===== src/rtl/fetch_queue.sv =====
// Instruction prefetch queue: credit-limited sequential fetch, in-order buffering, redirect flush.
// Optional FQ_BYPASS_EN: an empty queue forwards a fresh response straight to decode.
module fetch_queue #(
   parameter int          W        = 64,
   parameter int          IW       = 32,
   parameter int          DEPTH    = 4,
   parameter logic [W-1:0] RESET_PC = '0
) (
   input  logic          clk,
   input  logic          rst,
   output logic          imem_req,
   output logic [W-1:0]  imem_addr,
   input  logic          imem_rvalid,
   input  logic [IW-1:0] imem_rdata,
   input  logic          redirect,
   input  logic [W-1:0]  redirect_pc,
   output logic          instr_valid,
   output logic [IW-1:0] instr_o,
   output logic [W-1:0]  pc_o,
   input  logic          instr_ready
);
   localparam int PW = $clog2(DEPTH);
   localparam int CW = PW + 1;

   logic [W-1:0]  r_fetch_pc;
   logic [W-1:0]  r_resp_pc;
   logic [CW-1:0] r_count;
   logic [CW-1:0] r_inflight;
   logic [CW-1:0] r_drop_cnt;
   logic [PW-1:0] r_rd_ptr;
   logic [PW-1:0] r_wr_ptr;
   logic [IW-1:0] r_q_instr [DEPTH];
   logic [W-1:0]  r_q_pc    [DEPTH];

   logic [CW:0]   w_occ;
   logic          w_issue;
   logic          w_empty;
   logic          w_rsp;
   logic          w_drop;
   logic          w_accept;
   logic          w_byp;
   logic          w_push;
   logic          w_pop;

   // Valid/ready: the head transfers on a rising edge where instr_valid and instr_ready are both high
   // and no redirect is present; imem_req is a fire-and-forget request the memory always accepts.
   always_comb begin
      w_occ    = {1'b0, r_count} + {1'b0, r_inflight};
      // Queued entries plus outstanding requests never exceed DEPTH, so a push always has room.
      w_issue  = rst && !redirect && (w_occ < (CW+1)'(DEPTH));
      w_empty  = (r_count == '0);
      w_rsp    = imem_rvalid && (r_inflight != '0);
      w_drop   = w_rsp && (r_drop_cnt != '0);
      w_accept = w_rsp && !w_drop && !redirect;
`ifdef FQ_BYPASS_EN
      w_byp    = w_accept && w_empty;
`else
      w_byp    = 1'b0;
`endif
      instr_valid = !w_empty || w_byp;
      instr_o     = '0;
      pc_o        = '0;
      if (!w_empty) begin
         instr_o = r_q_instr[r_rd_ptr];
         pc_o    = r_q_pc[r_rd_ptr];
      end else if (w_byp) begin
         instr_o = imem_rdata;
         pc_o    = r_resp_pc;
      end
      w_pop     = !w_empty && instr_ready && !redirect;
      w_push    = w_accept && !(w_byp && instr_ready);
      imem_req  = w_issue;
      imem_addr = r_fetch_pc;
   end

   always_ff @(posedge clk or negedge rst) begin
      if (!rst) begin
         r_fetch_pc <= RESET_PC;
         r_resp_pc  <= RESET_PC;
         r_count    <= '0;
         r_inflight <= '0;
         r_drop_cnt <= '0;
         r_rd_ptr   <= '0;
         r_wr_ptr   <= '0;
      end else begin
         r_inflight <= r_inflight + CW'(w_issue) - CW'(w_rsp);
         if (redirect) begin
            r_fetch_pc <= redirect_pc & ~W'(3);
            r_resp_pc  <= redirect_pc & ~W'(3);
            r_count    <= '0;
            r_rd_ptr   <= '0;
            r_wr_ptr   <= '0;
            // Everything still outstanding after this cycle belongs to the old path.
            r_drop_cnt <= r_inflight - CW'(w_rsp);
         end else begin
            if (w_issue)  r_fetch_pc <= r_fetch_pc + W'(4);
            if (w_accept) r_resp_pc  <= r_resp_pc + W'(4);
            if (w_drop)   r_drop_cnt <= r_drop_cnt - CW'(1);
            if (w_push)   r_wr_ptr   <= r_wr_ptr + PW'(1);
            if (w_pop)    r_rd_ptr   <= r_rd_ptr + PW'(1);
            r_count <= r_count + CW'(w_push) - CW'(w_pop);
         end
      end
   end

   always_ff @(posedge clk) begin
      if (w_push) begin
         r_q_instr[r_wr_ptr] <= imem_rdata;
         r_q_pc[r_wr_ptr]    <= r_resp_pc;
      end
   end

   a_no_orphan_rsp: assert property (@(posedge clk) disable iff (!rst) imem_rvalid |-> (r_inflight != '0));
   a_drop_bound:    assert property (@(posedge clk) disable iff (!rst) r_drop_cnt <= r_inflight);
   a_credit:        assert property (@(posedge clk) disable iff (!rst) w_occ <= (CW+1)'(DEPTH));
endmodule


===== config.mk =====
export PLATFORM = sky130hd
export DESIGN_NAME = fetch_queue
export DESIGN_NICKNAME = d
export VERILOG_FILES = /design/src/rtl/fetch_queue.sv
export SDC_FILE = /design/constraint.sdc
export NUM_CORES = 1
export LEC_CHECK = 0
export BUFFER_PORTS_ARGS = -buffer_cell sky130_fd_sc_hd__buf_2
export CAP_MARGIN = 20
export CORE_MARGIN = 2
export CORE_UTILIZATION = 28
export DETAILED_ROUTE_END_ITERATION = 8
export PLACE_DENSITY = 0.46
export SLEW_MARGIN = 25
export SYNTH_ARGS = -nofsm -noshare
export SYNTH_HDL_FRONTEND = slang
export SYNTH_SLANG_ARGS = --single-unit

===== constraint.sdc =====
create_clock -name clk -period 3.79 [get_ports clk]
set_clock_uncertainty 0.1 [all_clocks]
set_input_delay 0.1895 -clock clk [delete_from_list [all_inputs] [get_ports clk]]
set_output_delay 0.1895 -clock clk [all_outputs]
set_load 0.02 [all_outputs]

======== Word-level counts from Yosys, hierarchy flattened ========
Memory sizes are Yosys's and may differ from the RTL's.
Index checks and enable logic that the tools add are counted.
storage, ports and cells
  memory bits (writable) .................. 384
  memories ................................ 2
  flip-flop bits (word level) ............. 141
  output and inout port bits .............. 162
operators by class
  order comparisons ....................... 1
  reductions and logical operators ........ 18
  muxes and demuxes ....................... 15
  add/subtract/negate cells ............... 11
memory list
  name       depth  bits a word  rd ports  clocked after Yosys merged registers in  wr ports  RTL line  source
  r_q_pc     4      64           1         0                                        1         33        logic [W-1:0] r_q_pc [DEPTH];
  r_q_instr  4      32           1         0                                        1         32        logic [IW-1:0] r_q_instr [DEPTH];
operators by type and width
  cell                     count
  $mux W64                 5
  $add A64 B3 Y64 const B  2
  $mux W32                 1
  $mux W3                  3
  $sub A3 B1 Y3            3
  $logic_and A1 B1 Y1      8
  $mux W2                  4
  $reduce_bool A2 Y1       4
  $add A3 B1 Y3            2
  $reduce_bool A3 Y1       2
  $add A2 B1 Y2 const B    2
  $add A3 B3 Y4            1
  $lt A4 B3 Y1 const B     1
  $logic_not A1 Y1         3
  $logic_not A3 Y1         1
  $sub A3 B1 Y3 const B    1
  $mux W1                  2

======== Longest topological paths before layout ========
Gate-level depths: netlist of the first run.
  depth after elaboration ................. 9
  gate-level depth with buffers ........... 12
  depth with buffers taken out ............ 12

======== Worst setup path after synthesis of the first run ========
No wires, ideal clock.
  kind .................................... reg-to-reg
  start ................................... register r_drop_cnt[0]
  end ..................................... memory r_q_instr[1][0] (enable)
  data arrival time ....................... 3.182 ns
  clock period less this slack ............ 3.746 ns
  setup slack ............................. 0.044 ns
  cell stages (with the launch flop) ...... 6
  data required time ...................... 3.227 ns
  setup time .............................. 0.463 ns
  path through ............................ dfrtp_1 > inv_1 > ha_1 > nand2b_1 > nor3_1 > and2_1
on the way
  cells in the longest elaborated chain, start to end .. 7
RTL lines
  what                              RTL line  source
  start, declared                   29        logic [CW-1:0] r_drop_cnt;
  start signal, assigned            94        r_drop_cnt <= r_inflight - CW'(w_rsp);
  start signal, assigned            98        if (w_drop) r_drop_cnt <= r_drop_cnt - CW'(1);
  $reduce_bool A3 Y1                53        w_drop = w_rsp && (r_drop_cnt != '0);
  $logic_and A1 B1 Y1               53
  $logic_not A1 Y1                  54        w_accept = w_rsp && !w_drop && !redirect;
  $logic_and A1 B1 Y1 (2 in a row)  54
  $mux W1                           107       if (w_push) begin
  $mux W1 (implied by the code)     108       r_q_instr[r_wr_ptr] <= imem_rdata;
  end, declared                     32
Every way passes these cells.

======== Worst setup path in the final report of the first run ========
  start ................................... register r_inflight[2]
  end ..................................... output port imem_req
on the way
  cells in the longest elaborated chain, start to end .. 3
RTL lines
  what                    RTL line  source
  start, declared         28        logic [CW-1:0] r_inflight;
  start signal, assigned  86        r_inflight <= r_inflight + CW'(w_issue) - CW'(w_rsp);
  $add A3 B3 Y4           48        w_occ = {1'b0, r_count} + {1'b0, r_inflight};
  $lt A4 B3 Y1            50        w_issue = rst && !redirect && (w_occ < (CW+1)'(DEPTH));
  $logic_and A1 B1 Y1     50
  end, declared           11        output logic imem_req,
Every way passes these cells.

==> results of run 1 <==
-- synthesized netlist by cell type, types with 6 or more instances --
| cell | count | area share |
|---|---|---|
| a21oi_1 | 12 | 0.0027 |
| a31oi_1 | 6 | 0.0017 |
| and2_1 | 112 | 0.031 |
| and3_1 | 25 | 0.0070 |
| and4_1 | 9 | 0.0035 |
| buf_1 | 12 | 0.0020 |
| clkbuf_1 | 58 | 0.0098 |
| dfrtp_1 | 137 | 0.15 |
| edfxtp_1 | 376 | 0.51 |
| ha_1 | 16 | 0.0090 |
| inv_1 | 34 | 0.0057 |
| mux2_2 | 21 | 0.011 |
| mux4_2 | 94 | 0.095 |
| nand2_1 | 119 | 0.020 |
| nand3_1 | 72 | 0.016 |
| nand4_1 | 37 | 0.010 |
| nor2_1 | 49 | 0.0083 |
| nor3_1 | 16 | 0.0036 |
| nor4_1 | 28 | 0.0079 |
| o211ai_1 | 33 | 0.011 |
| o21ai_0 | 65 | 0.015 |
| o311ai_0 | 11 | 0.0043 |
| o31a_1 | 9 | 0.0035 |
| or3_1 | 7 | 0.0020 |
| or4_1 | 13 | 0.0044 |
| xnor2_1 | 51 | 0.020 |
| xor2_1 | 26 | 0.010 |
-- placed cells by master, fill, tap and decap left out, types with 37 or more instances in the layout --
master	synthesis	final
clkbuf_16	0	61
nand4_1	37	37
and2_1	112	108
xnor2_1	51	51
nand3_1	72	72
mux4_2	94	94
dlygate4sd3_1	0	97
nor2_1	49	48
nand2_1	119	119
dfrtp_1	137	135
buf_2	4	254
edfxtp_1	376	376
o21ai_0	65	65
-- worst max-delay path by stage --
| stage | startpoint | endpoint | slack, ps | depth (start not counted) |
|---|---|---|---|---|
| final | r_inflight[2]$_DFF_PN0_ | imem_req | 450 | 6 |
| after global routing | r_inflight[2]$_DFF_PN0_ | imem_req | 350 | 6 |
| after CTS | r_inflight[2]$_DFF_PN0_ | imem_req | 420 | 6 |
| after detailed placement | r_inflight[2]$_DFF_PN0_ | imem_addr[8]$_DFFE_PN0P_ | 720 | 8 |
| after global placement | r_inflight[2]$_DFF_PN0_ | imem_addr[8]$_DFFE_PN0P_ | 730 | 8 |
| after floorplan | r_drop_cnt[0]$_DFFE_PN0P_ | r_q_instr[1][0]$_DFFE_PP_ | 40 | 5 |
-- registers in the layout, summed over array words and instances, names as in the netlist --
name and cells:
r_resp_pc 62, r_count 3, r_q_pc 248, r_q_instr 128, r_wr_ptr 2, r_rd_ptr 2
imem_addr 62, r_drop_cnt 3, r_inflight 3
-- logic make-up (layout without fill, tap and decap cells) --
logic type / Yosys count / after routing / share of synthesized area
fa+ha+maj: 18 / 18 / 0.01079
compound gates: 156 / 156 / 0.04500
mux: 120 / 120 / 0.1079
simple gates: 510 / 510 / 0.1245
xor+xnor: 77 / 77 / 0.03028
other cells: 1 / 5 / 0.0001684
flops: 513 / 513 / 0.6609
buf+inv: 114 / 533 / 0.02045
-- worst max-delay path, cell delays in order, from the launching register on --
cell and delay (ps):
dfrtp_1 430, ha_1 280, or4b_2 610, a311o_2 340, inv_2 320, buf_4 260, buf_2 200
-- metrics by stage --
stage	total power, W	hold WS (ps)	util	instance area, µm²	worst slack [ps]
floorplan	0.009861	-206.1	-	22280	44.41
finish	0.01734	144.0	0.3550	28000	451.6
detailed placement	0.01169	234.8	0.3173	25030	715.4
global placement	0.01165	238.0	0.3173	25020	725.0
CTS	0.01767	142.7	0.3549	27990	422.5
global route	0.01823	165.5	0.3549	27990	350.4
-- where the power goes --
group / leakage, nW / total [W] / switching [W] / internal [W]
combinational: 4.09 / 0.00448 / 0.00264 / 0.00184
sequential: 5.05 / 0.00703 / 0.000563 / 0.00646
clock: 0.978 / 0.00583 / 0.00230 / 0.00353
total: 10.1 / 0.0173 / 0.00550 / 0.0118
-- layer usage --
layer | global-route usage | up-vias | share of wire | wire (µm)
met2 | 0.2541 | 386 | 0.47 | 30420
met4 | 0.03495 | 2 | 0.018 | 1167
li1 | - | 6526 | - | -
met1 | 0.2187 | 7361 | 0.45 | 29290
met5 | 0 | - | 0.00019 | 12
met3 | 0.03333 | 79 | 0.059 | 3821
-- layout make-up --
class                           count  area (µm²)
Clock inverter                     38       394.1
Antenna cell                        1       2.502
Sequential cell                   513       14730
Tap cell                         1050        1314
Clock buffer                       70        1600
Inverter                           35       131.4
Multi-Input combinational cell    885        7139
Fill cell                        7739       50870
Timing Repair Buffer              390        2689
==> impl_metrics.ini, run 1 <==
[drt]
post-route-drc-count = 0
first_pass_iters = 5
postRouteAntennaNets = 0
vias = 14350
drtIter0Drc = 1094
wirelength_um = 64710
wl_per_cell_um = 21.70
drt-vias-per-instance = 4.814

[worst_setup_path]
reg2regPathDepth = 8
cp-start-kind = register
r2r_end = imem_addr[8]$_DFFE_PN0P_
cp-end-kind = primary output
worstSetupPathType = register to primary output
cp_data_arrival_time_ps = 3050
r2r_slack_ps = 690
crit_path_max_fanout = 14
worstPathRequired_ps = 3500
r2r_start = r_inflight[2]$_DFF_PN0_

[global_route]
overflow = 0
first_global_vias = 14570
grt_use_total = 0.1577
antenna_found_initial = 1
grt_max_degree = 83
grt_pass1_wl_um = 97080

[job]
drv_cap = 0

[sta]
setup_viol = 0
finalMaxSlewViolations = 0
rsz0062_at_grt = no
period_share = 0.8809
hold_violations = 0
fmax_mhz = 299.5
worst_slew_pin_slew_ps = 928.7
period_needed_ps = 3338
max-slew-margin-rel = 0.3809
fin_setup_tns_ps = 0

[final_layout]
finalNonFillerCells = 2982
area_delta_synth_final_pct = 25.70
drive_gt1_frac = 0.2708
finish.net_count = 2002

[run_status]
outcome = complete, no violations

[power_and_ir_drop]
peakVddDrop_v = 0.0003538
p_leak_nw = 10.11
cellPowerDensity_mw_per_mm2 = 619.3

[place]
port_buffers = 256
placed_cells = 2776
dp_hpwl_um = 42820
gp_congestion = 0.8081

[clock_network]
root_buffer = clkbuf_16
path_clk_slew_ps = 60
insertion_delay_ps = 610
numCtsBuffers = 58
h-tree-depth = 2
cts_tree = built
cts-resized-gates = 0
ctsHoldBuffers = 97
clock_sinks = 513
clockBufferDepth = 3
post_cts_buffers = 0

[yosys]
synth_edf_count = 376
synth_area_mm2 = 0.02227
syn_inst = 1509
ys_ff_latch = 513
postSynthAreaPerCell_um2 = 14.76
synth_cell_types = 58
ys_seq_area_frac = 0.6609
yosys_warnings = 0
synthArstFlopShare = 0.2671
synthFlopType = edfxtp_1

[floorplan]
core_area_mm2 = 0.07887
num_io_pins = 263
fp.dieH_um = 286.0
die_w_um = 286.0
die_area_mm2 = 0.08182
num_rows = 103
start_util = 0.2824

[worst_hold_path]
hold_path.class = input port to async pin
Note: power is estimated with default switching activity, not from simulation.
==> run 2, diff against run 1 <==
--- a/config.mk
+++ b/config.mk
@@ -5,6 +5,7 @@
 export SDC_FILE = /design/constraint.sdc
 export NUM_CORES = 1
 export LEC_CHECK = 0
+export ABC_AREA = 1
 export BUFFER_PORTS_ARGS = -buffer_cell sky130_fd_sc_hd__buf_2
 export CAP_MARGIN = 20
 export CORE_MARGIN = 2
==> run 2 against run 1 <==
  * Final cell count grew 46%
  * Combinational power grew 29%
  * Worst setup slack better by 180 ps
  * Largest cell class unchanged
  * Final area rose by 8.9%
==> impl_metrics.ini, run 2 <==
[worst_setup_path]
r2r_slack_ps = 1070
cp-start-kind = register
cp-end-kind = primary output
cp_data_arrival_time_ps = 2870
worstPathRequired_ps = 3500
crit_start = r_rd_ptr[1]$_DFFE_PN0P_
reg2regPathDepth = 12
critical-path-max-stage-delay_ps = 660
path_buf_inv = 3
cp_slowest_cell = dfrtp_4
path_cells = clkinv_2 > buf_4 > nor2_1 > o21ai_0 > a21oi_1 > buf_2
critPathCapture = pc_o[35]
worst-path-stages = 6
crit_path_max_fanout = 26
worstSetupPathType = register to primary output
r2r_end = r_count[2]$_DFF_PN0_
cp_top_family = buffers and inverters
r2r_start = r_drop_cnt[0]$_DFFE_PN0P_

[drt]
drtIter0Drc = 1334
vias = 20170
post-route-drc-count = 0
wl_per_cell_um = 19.09
wirelength_um = 83370
drt-vias-per-instance = 4.619
first_pass_iters = 5
postRouteAntennaNets = 0

[floorplan]
fp.dieH_um = 302.7
die_area_mm2 = 0.09163
die_w_um = 302.7
core_area_mm2 = 0.08837
start_util = 0.2827
num_rows = 109
num_io_pins = 263

[sta]
holdWs_ps = 57.98
period_needed_ps = 3159
max-slew-margin-rel = 0.3043
fin_setup_tns_ps = 0
setup_viol = 0
worst_slew_pin_slew_ps = 1044
fmax_mhz = 316.6
setup_slack_ps = 631.2
rsz0062_at_grt = no
period_share = 0.8335
finalMaxSlewViolations = 0
hold_violations = 0

[clock_network]
path_clk_slew_ps = 60
clock_sinks = 513
h-tree-depth = 2
numCtsBuffers = 59
cts_tree = built
clockBufferDepth = 3
insertion_delay_ps = 640
post_cts_buffers = 0
root_buffer = clkbuf_16

[yosys]
synth_area_mm2 = 0.02498
postSynthAreaPerCell_um2 = 8.887
ys_top_cells_by_count = 644 x nand2_1, 621 x nor2_1, 376 x edfxtp_1
syn_inst = 2811
yosys_warnings = 0
ys_seq_area_frac = 0.5892
synthFlopType = edfxtp_1
synthTopCellsByArea = edfxtp_1 45%, dfrtp_1 14%, nand2_1 9.7%
synth_edf_count = 376
synth_cell_types = 41
ys_ff_latch = 513
synth_top_area_share = 0.4519
synthArstFlopShare = 0.2671
yosys.area.top_type = edfxtp_1
synth.most_common_cell = nand2_1

[global_route]
antenna_found_initial = 2
grt_use_total = 0.1798
overflow = 0
grt_pass1_wl_um = 123100
first_global_vias = 19360
grt_max_degree = 97

[final_layout]
finish.net_count = 3271
largest-register = r_q_pc
layout_common_cells = 644 x nand2_1, 617 x nor2_1, 376 x edfxtp_1, 255 x o21ai_0, 255 x buf_2
largest_register_ffs = 248
top_regs = r_q_pc (248), r_q_instr (128)
drive_gt1_frac = 0.1394
area_delta_synth_final_pct = 22.01
final_common_cell = nand2_1

[run_status]
outcome = complete, no violations

[job]
drv_cap = 0

[place]
port_buffers = 256
place_ws_ps = 1103
gp_congestion = 0.8981
dp_hpwl_um = 56470

[power_and_ir_drop]
cellPowerDensity_mw_per_mm2 = 619.1
peakVddDrop_v = 0.0007015
p_leak_nw = 12.00

[worst_hold_path]
hold_path.class = input port to register
[run 2: cell count changes after synthesis, sizes merged, moves of 25 or more]
cell	change
a21oi	+95
and2	-111
and3	-25
buf	+47
inv	+169
mux4	-94
nand2	+543
nand3	+65
nor2	+608
nor4	-28
o21ai	+221
xnor2	-34
[run 2: where the power goes]
| group | internal (W) | total [W] | switching, W |
|---|---|---|---|
| logic | 0.00171 | 0.00580 | 0.00409 |
| registers | 0.00665 | 0.00754 | 0.000892 |
| clock network | 0.00318 | 0.00553 | 0.00235 |
[run 2: per-layer routing]
metal  global-route usage  part of all wire  routed length, µm  vias up
met1               0.2428              0.45              37620     9569
met2               0.2974              0.47              38860      521
met5                    0                 0                  0        -
li1                     -                 -                  -     9963
met3              0.02735             0.053               4418      119
met4              0.05524             0.030               2474        0
[run 2: final cells by class]
| cell class | count | area (µm²) |
|---|---|---|
| antenna | 3 | 7.507 |
| timing repair buffer | 387 | 2609 |
| clock inverter | 26 | 260.3 |
| inverter | 205 | 773.2 |
| clock buffer | 82 | 1614 |
| fill | 9208 | 57890 |
| tap | 1165 | 1458 |
| sequential | 513 | 14730 |
| multi-input combinational | 1986 | 9032 |
[run 2: tightest hold or removal path, stage by stage]
cell and delay (ps):
buf_2 100, inv_1 190, nor2_1 100, nand2_1 100
a21oi_1 70
[run 2: metrics by stage]
stage,total power (W),area (µm²),util,instances
4_1_cts,0.01916,30470,0.3448,4364
3_5_place_dp,0.01347,27600,0.3123,4156
2_1_floorplan,0.01099,25000,-,2814
6_report,0.01887,30480,0.3449,4367
3_3_place_gp,0.01346,27600,0.3123,4156
5_1_grt,0.01999,30470,0.3448,4364
[run 2: worst min path at each step]
stage                           start                        end  slack, ps  cells past startpoint
after floorplan                   rst  imem_addr[10]$_DFFE_PN0P_       -210                      0
after global placement            rst  imem_addr[56]$_DFFE_PN0P_        -70                      1
after detailed placement          rst  imem_addr[56]$_DFFE_PN0P_        -80                      1
after CTS                 instr_ready    r_rd_ptr[1]$_DFFE_PN0P_          7                      5
after global routing      instr_ready    r_rd_ptr[1]$_DFFE_PN0P_         40                      5
final                     instr_ready    r_rd_ptr[1]$_DFFE_PN0P_         60                      5
[run 2: kinds of logic after synthesis]
logic type | count (synthesis) | synth area share
and+or+nand+nor | 1504 | 0.2491
DFF | 513 | 0.5892
AOI/OAI and AO/OA | 419 | 0.08644
buffers and inverters | 315 | 0.05113
xor gates and xnor gates | 41 | 0.01437
adders and majority gates | 18 | 0.009616
other | 1 | 0.0001501
[run 2: timing repair]
item	CTS	global route
gates resized for setup	0	0
endpoints found under the setup margin	0	0
hold endpoints to repair	342	0
hold buffers	100	0
==> run 3, diff against run 2 <==
==> constraint.sdc (replaced) <==
create_clock -name clk -period 2.9 [get_ports clk]
set_clock_uncertainty 0.1 [all_clocks]
set_input_delay 0.145 -clock clk [delete_from_list [all_inputs] [get_ports clk]]
set_output_delay 0.145 -clock clk [all_outputs]
set_load 0.02 [all_outputs]
==> run 3 against run 2 <==
  * Non-clock buffer count up 28
  * Utilization up 0.74 points
  * Critical path depth down 1
  * Register-to-register slack worse by 740 ps
  * Final cell count up 0.60%
  * Critical path type unchanged
  * Highest routed layer is now met5
==> impl_metrics.ini, run 3 (synthesis gave the netlist of run 2 again) <==
[drt]
first_pass_iters = 6
drtIter0Drc = 1249
postRouteAntennaNets = 0
wirelength_um = 84240
drt-vias-per-instance = 4.629
wl_per_cell_um = 19.18
vias = 20340
post-route-drc-count = 0

[worst_setup_path]
worstSetupPathType = register to primary output
crit_start = r_count[1]$_DFF_PN0_
cp-start-kind = register
crit_path_max_fanout = 95
cp-end-kind = primary output
cp_data_arrival_time_ps = 2540
r2r_start = r_count[1]$_DFF_PN0_
worstPathRequired_ps = 2650

[clock_network]
insertion_delay_ps = 630
clock_sinks = 513
cts_tree = built
clockBufferDepth = 3
root_buffer = clkbuf_16
path_clk_slew_ps = 60
h-tree-depth = 2
numCtsBuffers = 59

[global_route]
grt_max_degree = 96
grt_use_total = 0.1812
antenna_found_initial = 2
grt_pass1_wl_um = 124800
first_global_vias = 19730
overflow = 0

[sta]
fin_setup_tns_ps = 0
worst_slew_pin_slew_ps = 784.6
fmax_mhz = 359.4
finalMaxSlewViolations = 0
hold_violations = 0
period_share = 0.9593
period_needed_ps = 2782
setup_viol = 0
max-slew-margin-rel = 0.4769
rsz0062_at_grt = no
setup_slack_ps = 117.9

[final_layout]
fillers = 9109
finish.net_count = 3299
multi_input_area_mm2 = 0.009054
largest-register = r_q_pc
finalNonFillerCells = 4393
seqCellArea_mm2 = 0.01473
area_delta_synth_final_pct = 24.62
final_common_cell = nand2_1
final_core_util = 0.3523
drive_gt1_frac = 0.1515
top_regs = r_q_pc (248), r_q_instr (128)
layout_common_cells = 644 x nand2_1, 617 x nor2_1, 376 x edfxtp_1, 255 x o21ai_0, 255 x buf_2
largest_register_ffs = 248
design_area_mm2 = 0.03113

[floorplan]
core_area_mm2 = 0.08837
die_area_mm2 = 0.09163
num_io_pins = 263
start_util = 0.2827
num_rows = 109
die_w_um = 302.7
fp.dieH_um = 302.7

[power_and_ir_drop]
p_comb_frac = 0.313
cellPowerDensity_mw_per_mm2 = 819.1
switchingPower_w = 0.009753
p_leak_nw = 12.30
swShare = 0.3825
p_int_w = 0.01575
peakVddDrop_v = 0.0005392
power_frac_clock = 0.305
power_frac_seq = 0.382

[job]
drv_cap = 0

[worst_hold_path]
hold_path.class = input port to async pin

[run_status]
outcome = complete, no violations

[place]
dp_hpwl_um = 58280
placed_cells = 4178
gp_congestion = 0.8961
place_ws_ps = 368.8
postPlaceCellArea_mm2 = 0.02798
port_buffers = 256
run 3: changes by cell type in the layout (fill, tap and decap cells not counted), sizes merged:
cell / change
buf: +28
bufbuf: +1
bufinv: +5
clkbuf: -13
clkinv: +5
diode: -2
dlygate4sd3: -1
inv: +3
run 3: per-stage QoR:
stage / power [W] / hold slack, ps
floorplan: 0.01439 / -250.6
global placement: 0.01773 / 234.2
detailed placement: 0.01776 / 228.4
CTS: 0.02581 / 114.9
global route: 0.02700 / 150.6
finish: 0.02550 / 114.7
run 3: power by group through the flow:
stage               combinational [W]  clock, W  sequential, W
global route                  0.00886   0.00829        0.00985
finish                        0.00799   0.00777        0.00974
detailed placement            0.00784         0        0.00992
CTS                           0.00803   0.00798        0.00979
floorplan                     0.00471         0        0.00968
global placement              0.00780         0        0.00993
run 3: what timing repair did:
item / CTS / global route
gates resized for setup: 3 / 3
hold buffers: 99 / 0
gates cloned: 1 / 0
endpoints found under the setup margin: 24 / 35
buffers inserted: 0 / 6
hold endpoints to repair: 345 / 0
run 3: path summary, 6_finish.rpt:
kind | to | slack (ps) | cells past startpoint
max | pc_o[30] | 120 | 5
min | imem_addr[15]$_DFFE_PN0P_ | 110 | 3
max reg2reg | r_count[2]$_DFF_PN0_ | 330 | 12
min reg2reg | r_drop_cnt[1]$_DFFE_PN0P_ | 490 | 2
max in group asynchronous | r_rd_ptr[0]$_DFFE_PN0P_ | 1500 | 4
min in group clk | r_q_instr[3][27]$_DFFE_PP_ | 170 | 2
run 3: cell type report:
class	count	share of cell area
flip-flops and latches	513	0.4730
multi-input cells	1986	0.2908
repair buffers	415	0.09887
clock buffers	69	0.05060
well taps	1165	0.04682
inverters	205	0.02520
clock inverters	39	0.01459
diodes	1	0.00008038
run 3: critical path, stage by stage (launching register included):
cell,delay [ps]
dfrtp_1,420
or2_2,360
nor2_4,150
buf_12,400
a21oi_1,230
buf_2,220
run 3: metal layers:
metal / track usage / wire length, µm / up-vias
li1: - / - / 10040
met1: 0.2475 / 38680 / 9682
met2: 0.2986 / 38950 / 492
met3: 0.02470 / 4065 / 123
met4: 0.05489 / 2533 / 2
met5: 0 / 13 / -
